==> config.mk <==
export PLATFORM = sky130hd
export DESIGN_NAME = dartboard_turn_sequencer
export DESIGN_NICKNAME = d
export VERILOG_FILES = /design/src/rtl/dartboard_turn_sequencer.sv
export SDC_FILE = /design/constraint.sdc
export NUM_CORES = 1
export LEC_CHECK = 0
export ABC_AREA = 1
export CORE_ASPECT_RATIO = 1.75
export CORE_UTILIZATION = 28
export CTS_CLUSTER_SIZE = 14
export DETAILED_ROUTE_END_ITERATION = 6
export HOLD_SLACK_MARGIN = 0.08
export PLACE_DENSITY = 0.5
export SLEW_MARGIN = 20
export SYNTH_ARGS = -nofsm -noshare
export SYNTH_HDL_FRONTEND = slang
export SYNTH_SLANG_ARGS = --single-unit
==> constraint.sdc <==
create_clock -name clk -period 4.2 [get_ports clk]
set_input_delay 0.42 -clock clk [delete_from_list [all_inputs] [get_ports clk]]
set_output_delay 0.42 -clock clk [all_outputs]
set_load 0.01 [all_outputs]
==> src/rtl/dartboard_turn_sequencer.sv <==
// dartboard_turn_sequencer
//   Turn and score sequencer for a two-player x01 darts game. Each player
//   gets three darts per turn. A dart is scored as points x multiplier and
//   subtracted from the active player's score. If the dart overshoots, or
//   cannot be finished on a double when DOUBLE_OUT is set, the player busts:
//   the score returns to its turn-start value and the turn passes to the
//   other player. Reaching exactly zero finishes the game. The last darts of
//   the current turn can be retracted with undo.
//
// Parameters
//   START_SCORE    initial score of each player (2..511)
//   DOUBLE_OUT     1 = the finishing dart must have multiplier 2
//
// Ports
//   clk            rising-edge clock
//   reset          asynchronous, active-low reset
//   new_game       synchronous restart; takes priority over everything else
//   throw_valid    dart result present this cycle
//   throw_ready    a dart can be accepted this cycle
//   points         segment value (0..20 legal, 25 = bull)
//   multiplier     1..3 legal (bull only with 1 or 2)
//   undo           retract the last dart of the current turn
//   score_p0/p1    remaining score per player
//   active_player  player whose turn it is
//   darts_left     darts remaining in the current turn
//   bust           one-cycle pulse after a busting dart
//   illegal_throw  one-cycle pulse after an illegal dart
//   game_over      level, high once a player has finished
//   winner         finishing player, valid while game_over is high
module dartboard_turn_sequencer #(
  parameter int unsigned START_SCORE = 501,
  parameter bit          DOUBLE_OUT  = 1'b1
) (
  input  logic       clk,
  input  logic       reset,
  input  logic       new_game,
  input  logic       throw_valid,
  output logic       throw_ready,
  input  logic [4:0] points,
  input  logic [2:0] multiplier,
  input  logic       undo,
  output logic [8:0] score_p0,
  output logic [8:0] score_p1,
  output logic       active_player,
  output logic [1:0] darts_left,
  output logic       bust,
  output logic       illegal_throw,
  output logic       game_over,
  output logic       winner
);

  localparam logic [8:0] START = START_SCORE[8:0];

  typedef enum logic [1:0] {
    S_THROW     = 2'd0,
    S_TURN_END  = 2'd1,
    S_GAME_OVER = 2'd2
  } state_t;

  state_t           state_q, state_d;
  logic [1:0][8:0]  score_q, score_d;
  logic [8:0]       turn_start_q, turn_start_d;
  logic             active_q, active_d;
  logic [1:0]       darts_left_q, darts_left_d;
  logic [2:0][5:0]  stack_q, stack_d;
  logic             bust_q, bust_d;
  logic             illegal_q, illegal_d;
  logic             game_over_q, game_over_d;
  logic             winner_q, winner_d;

  logic             legal;
  logic [5:0]       value;
  logic [8:0]       cur_score;
  logic signed [9:0] rem;
  logic             is_bust;
  logic [1:0]       push_idx;
  logic [1:0]       pop_idx;

  // Dart classification and the tentative remaining score.
  always_comb begin
    legal = (multiplier >= 3'd1) && (multiplier <= 3'd3) &&
            ((points <= 5'd20) || ((points == 5'd25) && (multiplier <= 3'd2)));
    value = legal ? (6'(points) * 6'(multiplier)) : '0;
    cur_score = score_q[active_q];
    rem = $signed({1'b0, cur_score}) - $signed({4'b0000, value});
    is_bust = (rem < 0) ||
              (DOUBLE_OUT && (rem == 10'sd1)) ||
              (DOUBLE_OUT && (rem == 10'sd0) && (multiplier != 3'd2));
  end

  // The undo stack depth equals darts already thrown (3 - darts_left), so the
  // push slot and the top-of-stack slot are derived from darts_left.
  assign push_idx = 2'd3 - darts_left_q;
  assign pop_idx  = 2'd2 - darts_left_q;

  assign throw_ready = (state_q == S_THROW) && !undo && !new_game;

  always_comb begin
    state_d      = state_q;
    score_d      = score_q;
    turn_start_d = turn_start_q;
    active_d     = active_q;
    darts_left_d = darts_left_q;
    stack_d      = stack_q;
    bust_d       = 1'b0;
    illegal_d    = 1'b0;
    game_over_d  = game_over_q;
    winner_d     = winner_q;

    if (new_game) begin
      state_d      = S_THROW;
      score_d      = {START, START};
      turn_start_d = START;
      active_d     = 1'b0;
      darts_left_d = 2'd3;
      stack_d      = '0;
      game_over_d  = 1'b0;
      winner_d     = 1'b0;
    end else begin
      case (state_q)
        S_THROW: begin
          if (undo) begin
            if (darts_left_q != 2'd3) begin
              score_d[active_q] = cur_score + 9'(stack_q[pop_idx]);
              darts_left_d      = darts_left_q + 2'd1;
            end
          end else if (throw_valid) begin
            illegal_d         = !legal;
            stack_d[push_idx] = value;
            if (is_bust) begin
              score_d[active_q] = turn_start_q;
              bust_d            = 1'b1;
              state_d           = S_TURN_END;
            end else if (rem == 10'sd0) begin
              score_d[active_q] = '0;
              game_over_d       = 1'b1;
              winner_d          = active_q;
              state_d           = S_GAME_OVER;
            end else begin
              score_d[active_q] = rem[8:0];
              darts_left_d      = darts_left_q - 2'd1;
              if (darts_left_q == 2'd1) begin
                state_d = S_TURN_END;
              end
            end
          end
        end
        S_TURN_END: begin
          active_d     = ~active_q;
          darts_left_d = 2'd3;
          turn_start_d = score_q[~active_q];
          state_d      = S_THROW;
        end
        S_GAME_OVER: begin
          state_d = S_GAME_OVER;
        end
        default: begin
          state_d = S_THROW;
        end
      endcase
    end
  end

  always_ff @(posedge clk or negedge reset) begin
    if (!reset) begin
      state_q      <= S_THROW;
      score_q      <= {START, START};
      turn_start_q <= START;
      active_q     <= 1'b0;
      darts_left_q <= 2'd3;
      stack_q      <= '0;
      bust_q       <= 1'b0;
      illegal_q    <= 1'b0;
      game_over_q  <= 1'b0;
      winner_q     <= 1'b0;
    end else begin
      state_q      <= state_d;
      score_q      <= score_d;
      turn_start_q <= turn_start_d;
      active_q     <= active_d;
      darts_left_q <= darts_left_d;
      stack_q      <= stack_d;
      bust_q       <= bust_d;
      illegal_q    <= illegal_d;
      game_over_q  <= game_over_d;
      winner_q     <= winner_d;
    end
  end

  assign score_p0      = score_q[0];
  assign score_p1      = score_q[1];
  assign active_player = active_q;
  assign darts_left    = darts_left_q;
  assign bust          = bust_q;
  assign illegal_throw = illegal_q;
  assign game_over     = game_over_q;
  assign winner        = winner_q;

endmodule

==> impl_metrics.toml, run 1 <==
[worst_setup_path]
timing.critical_path.buf_inv = 5
critical_path_depth = 26
worst-endpoint-arrival_ps = 4220
setup.worst_path.start_class = "input pin"
cp_top_family = "simple AND/OR/NAND/NOR gates"
criticalPathCategory = "in2reg"
crit_end = "score_p0[6]"
critPathLaunch = "multiplier[2]"
reg2reg_depth = 19
path_max_fanout = 9
launch_point_of_the_worst_reg_to_reg_path = "active_player"
r2r_slack_ps = 790
setup.worst_path.end_class = "flop"
timing.rr.end = "score_p0[6]"
critical-path-top-cell-by-count = "nand2_2"
critPathMaxStageDelay_ps = 450
critical_path.slowest_cell = "fa_2"
required_time_at_the_worst_slack_endpoint_ps = 4450

[drt]
drc = 0
drt-wirelength-per-cell_um = 14.9
dr.first_iter.drc_count = 227
num_vias = 4727
drt_wl_total_um = 14700
viasPerCell = 4.80
remaining_antenna_violation_count_after_routing = 0
drt_first_pass_iters = 4

[sta]
finalClockSkew_ps = 6.32
finalMaxSlewViolations = 0
fin_crit_sh_pct = 94.6
max_clock_freq_mhz = 252
slew-limit-headroom_pct = 44.5
report.final.setup_viol = 0
finalHoldViolations = 0
worst-slew-pin-transition_ps = 824
setup_ws_ps = 226
clock_period_minus_final_worst_setup_slack_ps = 3970

[synth]
synthesis.yosys.warnings = 0
synth_enable_flop_cells = 0
postSynthAreaPerCell_um2 = 6.51
synth.yosys.seq_area_share_pct = 30.0
flops_latches_synth = 54
post_synth_instance_area_um2 = 4590
dominantRegCellSynth = "dfrtp_1"
synth_cell_type_count = 38
synthArstFlopShare_pct = 100
netlist_instances = 706
postSynthNetCount = 744

[die]
placeableCoreArea_um2 = 16000
num_io_pins = 39
floorplan.die_area_um2 = 16900
fp-row-count = 61
die_h_um = 171
die-width_um = 98.8
floorplan.initialDensity_pct = 28.8

[global_route]
largest_net_degree_at_the_start_of_global_routing = 55
global_route.usage.total_pct = 18.1
global_route_wire_length_before_repair_um = 23900
grt.overflow.total = 0
grt_pass1_vias = 4748
number_of_antenna_violations_at_the_first_check_in_global_routing = 0

[layout]
layout.nets = 832
drive_gt1_share_pct = 20.4
area.growth.synth_to_final_pct = 29.8
post-route-cell-area_um2 = 5960
final_cell_mix = "nand2_1, inv_1, buf_4"
antenna-diode-count = 0
final_common_cell = "nand2_1"
layout.cells.non_filler = 984

[clock_tree]
clkLatencyLatePin_ps = 310
clkTransAtPathRegs_ps = 80
clock_path_buffers = 2
htree_levels = 2
cts_root_buf = "clkbuf_16"
cts-buffers-inserted = 5
cts_hold_buffers = 0
clock_sink_count = 54
clock_tree_from_tritoncts = "yes"

[outcome]
status = "finished clean"

[pwr]
power_density_nw_per_um2 = 655
ir_worst_vdd_uv = 216
design_power_total_mw = 3.91
power_leakage_nw = 3.01

[place]
routabilityCongestion = 0.808
dpl_cell_area_um2 = 5590
io_buffer_count = 38
hpwlAfterDp_um = 11400
dpl_worst_slack_ps = -501
dp.cells = 973

[hold_path]
worst_hold_path_type = "in2async"

[job]
max_cap_viol_count = 0
-- routing by layer --
| metal | share of wire, % | global-route usage, % | wire [um] |
|---|---|---|---|
| met3 | 1.5 | 1.42 | 227 |
| met1 | 39 | 19.1 | 5770 |
| met2 | 57 | 36.4 | 8280 |
| met4 | 2.5 | 7.07 | 369 |
| met5 | 0 | 0 | 0 |
-- worst min-delay path by stage --
stage           startpoint  slack (ps)             to
6_report             reset         260    stack_q[17]
2_1_floorplan        reset         120  active_player
3_5_place_dp   score_p1[2]         470    score_p1[2]
4_1_cts              reset         300    score_p1[3]
5_1_grt              reset         330    stack_q[15]
3_3_place_gp   stack_q[11]         460    stack_q[11]
-- Yosys cell counts (2+ instances only) --
| cell | count | area [um^2] |
|---|---|---|
| a21oi_1 | 32 | 160 |
| nor2_2 | 4 | 25.0 |
| buf_1 | 2 | 7.51 |
| dfrtp_1 | 31 | 776 |
| nor2_1 | 49 | 184 |
| nand2_2 | 11 | 68.8 |
| nand3_1 | 71 | 355 |
| nand3_2 | 3 | 30.0 |
| dfstp_2 | 23 | 604 |
| o21ai_1 | 11 | 55.1 |
| inv_1 | 90 | 338 |
| nand4_2 | 2 | 25.0 |
| nand2_4 | 3 | 33.8 |
| fa_1 | 6 | 120 |
| o22ai_1 | 12 | 75.1 |
| xor2_1 | 7 | 61.3 |
| nor3b_1 | 6 | 45.0 |
| nand3b_1 | 4 | 30.0 |
| buf_4 | 2 | 15.0 |
| ha_1 | 19 | 238 |
| nand2_1 | 237 | 890 |
| nor2_4 | 4 | 45.0 |
| clkbuf_1 | 12 | 45.0 |
| buf_2 | 5 | 25.0 |
| nor3_1 | 2 | 10.0 |
| or2_1 | 2 | 12.5 |
| xnor2_1 | 2 | 17.5 |
| o21ai_0 | 44 | 220 |
-- final cells by class --
| type | instances | area (um^2) |
|---|---|---|
| clock inverters | 3 | 28.8 |
| clock buffers | 5 | 125 |
| inverters | 92 | 350 |
| flip-flops and latches | 54 | 1380 |
| repair buffers | 103 | 913 |
| fillers | 1744 | 9990 |
| well taps | 189 | 236 |
| multi-input cells | 538 | 2930 |
-- report_power, final --
group	internal [mW]	switching (mW)
registers	0.709	0.125
clock network	0.229	0.232
logic	1.08	1.53
total	2.02	1.89
-- sequential cells by signal, summed over array words and instances (netlist names) --
| register | count |
|---|---|
| active_player | 1 |
| bust | 1 |
| darts_left | 2 |
| game_over | 1 |
| illegal_throw | 1 |
| score_p0 | 9 |
| score_p1 | 9 |
| stack_q | 18 |
| state_q | 2 |
| turn_start_q | 9 |
| winner | 1 |
-- repair_timing --
action / CTS / global route
endpoints found under the setup margin: 25 / 25
pin swaps: 1 / 20
cloned: 1 / 0
resized for setup: 13 / 39
setup buffers: 0 / 2
-- cells by family (layout without fill, tap and decap cells) --
| group | after synthesis | count (layout) | synth area share, % |
|---|---|---|---|
| simple gates | 400 | 401 | 38.5 |
| buf+inv | 115 | 203 | 10.2 |
| compound gates | 103 | 103 | 11.8 |
| flops | 54 | 54 | 30.0 |
| fa+ha+maj | 25 | 25 | 7.79 |
| xor+xnor | 9 | 9 | 1.72 |
-- per-stage QoR --
step	TNS [ps]	util, %	hold slack, ps
6_report	0	37.4	260
5_1_grt	-157	37.4	328
4_1_cts	0	36.3	296
3_5_place_dp	-10930	35.0	467
3_3_place_gp	-9780	35.0	464
2_1_floorplan	0	-	124
No activity file was read; power rests on OpenSTA's default activity.
==> run 2: changes to the inputs <==
Settings changed: CAP_MARGIN set to 15, CORE_MARGIN set to 1.
==> results of run 2 <==
Final layout, timing and power as in run 1 (identical DEF).
==> run 3: changes to the inputs <==
Settings changed: CORE_UTILIZATION 28 to 55, PLACE_DENSITY 0.5 to 0.81.
==> impl_metrics.toml, run 3 (synthesis gave the netlist of run 1 again) <==
[pwr]
design_power_total_mw = 4.03
power_leakage_nw = 3.01
power_density_nw_per_um2 = 688
ir_worst_vdd_uv = 389

[clock_tree]
cts_hold_buffers = 0
clock_path_buffers = 2
clkLatencyLatePin_ps = 300
cts_root_buf = "clkbuf_16"
cts-buffers-inserted = 5
clkTransAtPathRegs_ps = 70
htree_levels = 2
clock_tree_from_tritoncts = "yes"
clock_sink_count = 54

[global_route]
global_route_wire_length_before_repair_um = 22400
global_route.usage.total_pct = 32.8
grt.overflow.total = 0
largest_net_degree_at_the_start_of_global_routing = 42
number_of_antenna_violations_at_the_first_check_in_global_routing = 0
grt_pass1_vias = 5031

[place]
dpl_cell_area_um2 = 5390
routabilityCongestion = 0.990
hpwlAfterDp_um = 10300
io_buffer_count = 38
dp.cells = 864
dpl_worst_slack_ps = -477

[sta]
setup_ws_ps = 212
setup_total_negative_slack_ps = 0
rsz0062_at_grt = "false"
slew-limit-headroom_pct = 33.4
finalHoldViolations = 0
finalClockSkew_ps = 4.95
worst-slew-pin-transition_ps = 995
fin_crit_sh_pct = 94.9
clock_period_minus_final_worst_setup_slack_ps = 3990
finalMaxSlewViolations = 0
max_clock_freq_mhz = 251
worst_hold_slack_ps = 217
report.final.setup_viol = 0

[drt]
num_vias = 5111
drt_wl_total_um = 14200
drt-wirelength-per-cell_um = 16.2
remaining_antenna_violation_count_after_routing = 0
drt_first_pass_iters = 7
viasPerCell = 5.83
drc = 6
dr.first_iter.drc_count = 611

[worst_setup_path]
critPathLaunch = "multiplier[2]"
path_max_fanout = 8
worst-endpoint-arrival_ps = 4230
timing.rr.end = "score_p1[1]"
criticalPathCategory = "in2reg"
required_time_at_the_worst_slack_endpoint_ps = 4440
setup.worst_path.start_class = "input pin"
reg2reg_depth = 21
setup.worst_path.end_class = "flop"
r2r_slack_ps = 590
launch_point_of_the_worst_reg_to_reg_path = "active_player"
crit_end = "score_p1[7]"

[die]
die-width_um = 71.1
placeableCoreArea_um2 = 8020
die_h_um = 123
floorplan.die_area_um2 = 8740
floorplan.initialDensity_pct = 57.3
fp-row-count = 43
num_io_pins = 39

[outcome]
status = "complete, but fails checks"
violations = "design-rule violations"

[hold_path]
worst_hold_path_type = "in2async"

[layout]
post-route-util_pct = 73.1
final_common_cell = "nand2_1"
layout.nets = 824
top_register = "stack_q"
drive_gt1_share_pct = 19.8
area.growth.synth_to_final_pct = 27.5
antenna-diode-count = 0
largest_reg_flops = 18
post-route-cell-area_um2 = 5860
layout.cells.non_filler = 877
final_cell_mix = "nand2_1, inv_1, nand3_1"

[job]
max_cap_viol_count = 0
[run 3: worst min path at each step]
stage,start,end,slack (ps),cells past startpoint
3_3_place_gp,score_p1[8],score_p1[8],460,2
5_1_grt,reset,bust,280,1
2_1_floorplan,reset,active_player,120,0
3_5_place_dp,score_p1[0],score_p1[0],470,2
4_1_cts,reset,bust,230,1
6_report,reset,bust,220,1
[run 3: repair_timing]
action,CTS,global route
pin swaps,3,22
setup endpoints to repair,24,25
gates resized for setup,11,47
endpoints found under the hold margin,0,0
setup buffers,2,2
gates cloned,1,0
[run 3: final cells by class]
| type | instances | area (um^2) |
|---|---|---|
| tap | 90 | 113 |
| clock inverter | 2 | 37.5 |
| multi-input combinational | 538 | 2980 |
| fill | 619 | 2160 |
| timing repair buffer | 95 | 876 |
| clock buffer | 6 | 129 |
| inverter | 92 | 348 |
| sequential | 54 | 1380 |
[run 3: critical path, cell delays in order]
cell and delay (ps):
dlymetal6s2s_1 160, buf_4 150, nand2_1 50, inv_1 50
fa_1 480, ha_2 210, fa_1 380, xor2_1 190
nand2_2 100, ha_4 310, buf_4 120, nand2_1 40
inv_1 90, nand2_1 80, nand2_1 80, nand2_1 80
nand2_2 110, nor2_4 60, nand2_4 80, nor2_1 40
nor2_1 150, nand2_2 140, nand2_2 110, nand2_2 70
nor2_4 150, buf_12 140, nand3_1 70, nand2_1 80
[run 3: metal layers]
metal  global-route usage [%]  share of wire, %  vias up
met1                     34.8                35     2323
li1                         -                 -     2414
met2                     59.0                52      285
met5                        0                 0        -
met3                     3.50               5.4       89
met4                     25.3               7.6        0
[run 3: where the power goes]
part	internal, mW	leakage, nW	total, mW	switching [mW]
sequential	0.709	0.669	0.840	0.131
combinational	1.10	2.26	2.71	1.61
clock	0.282	0.0771	0.480	0.198
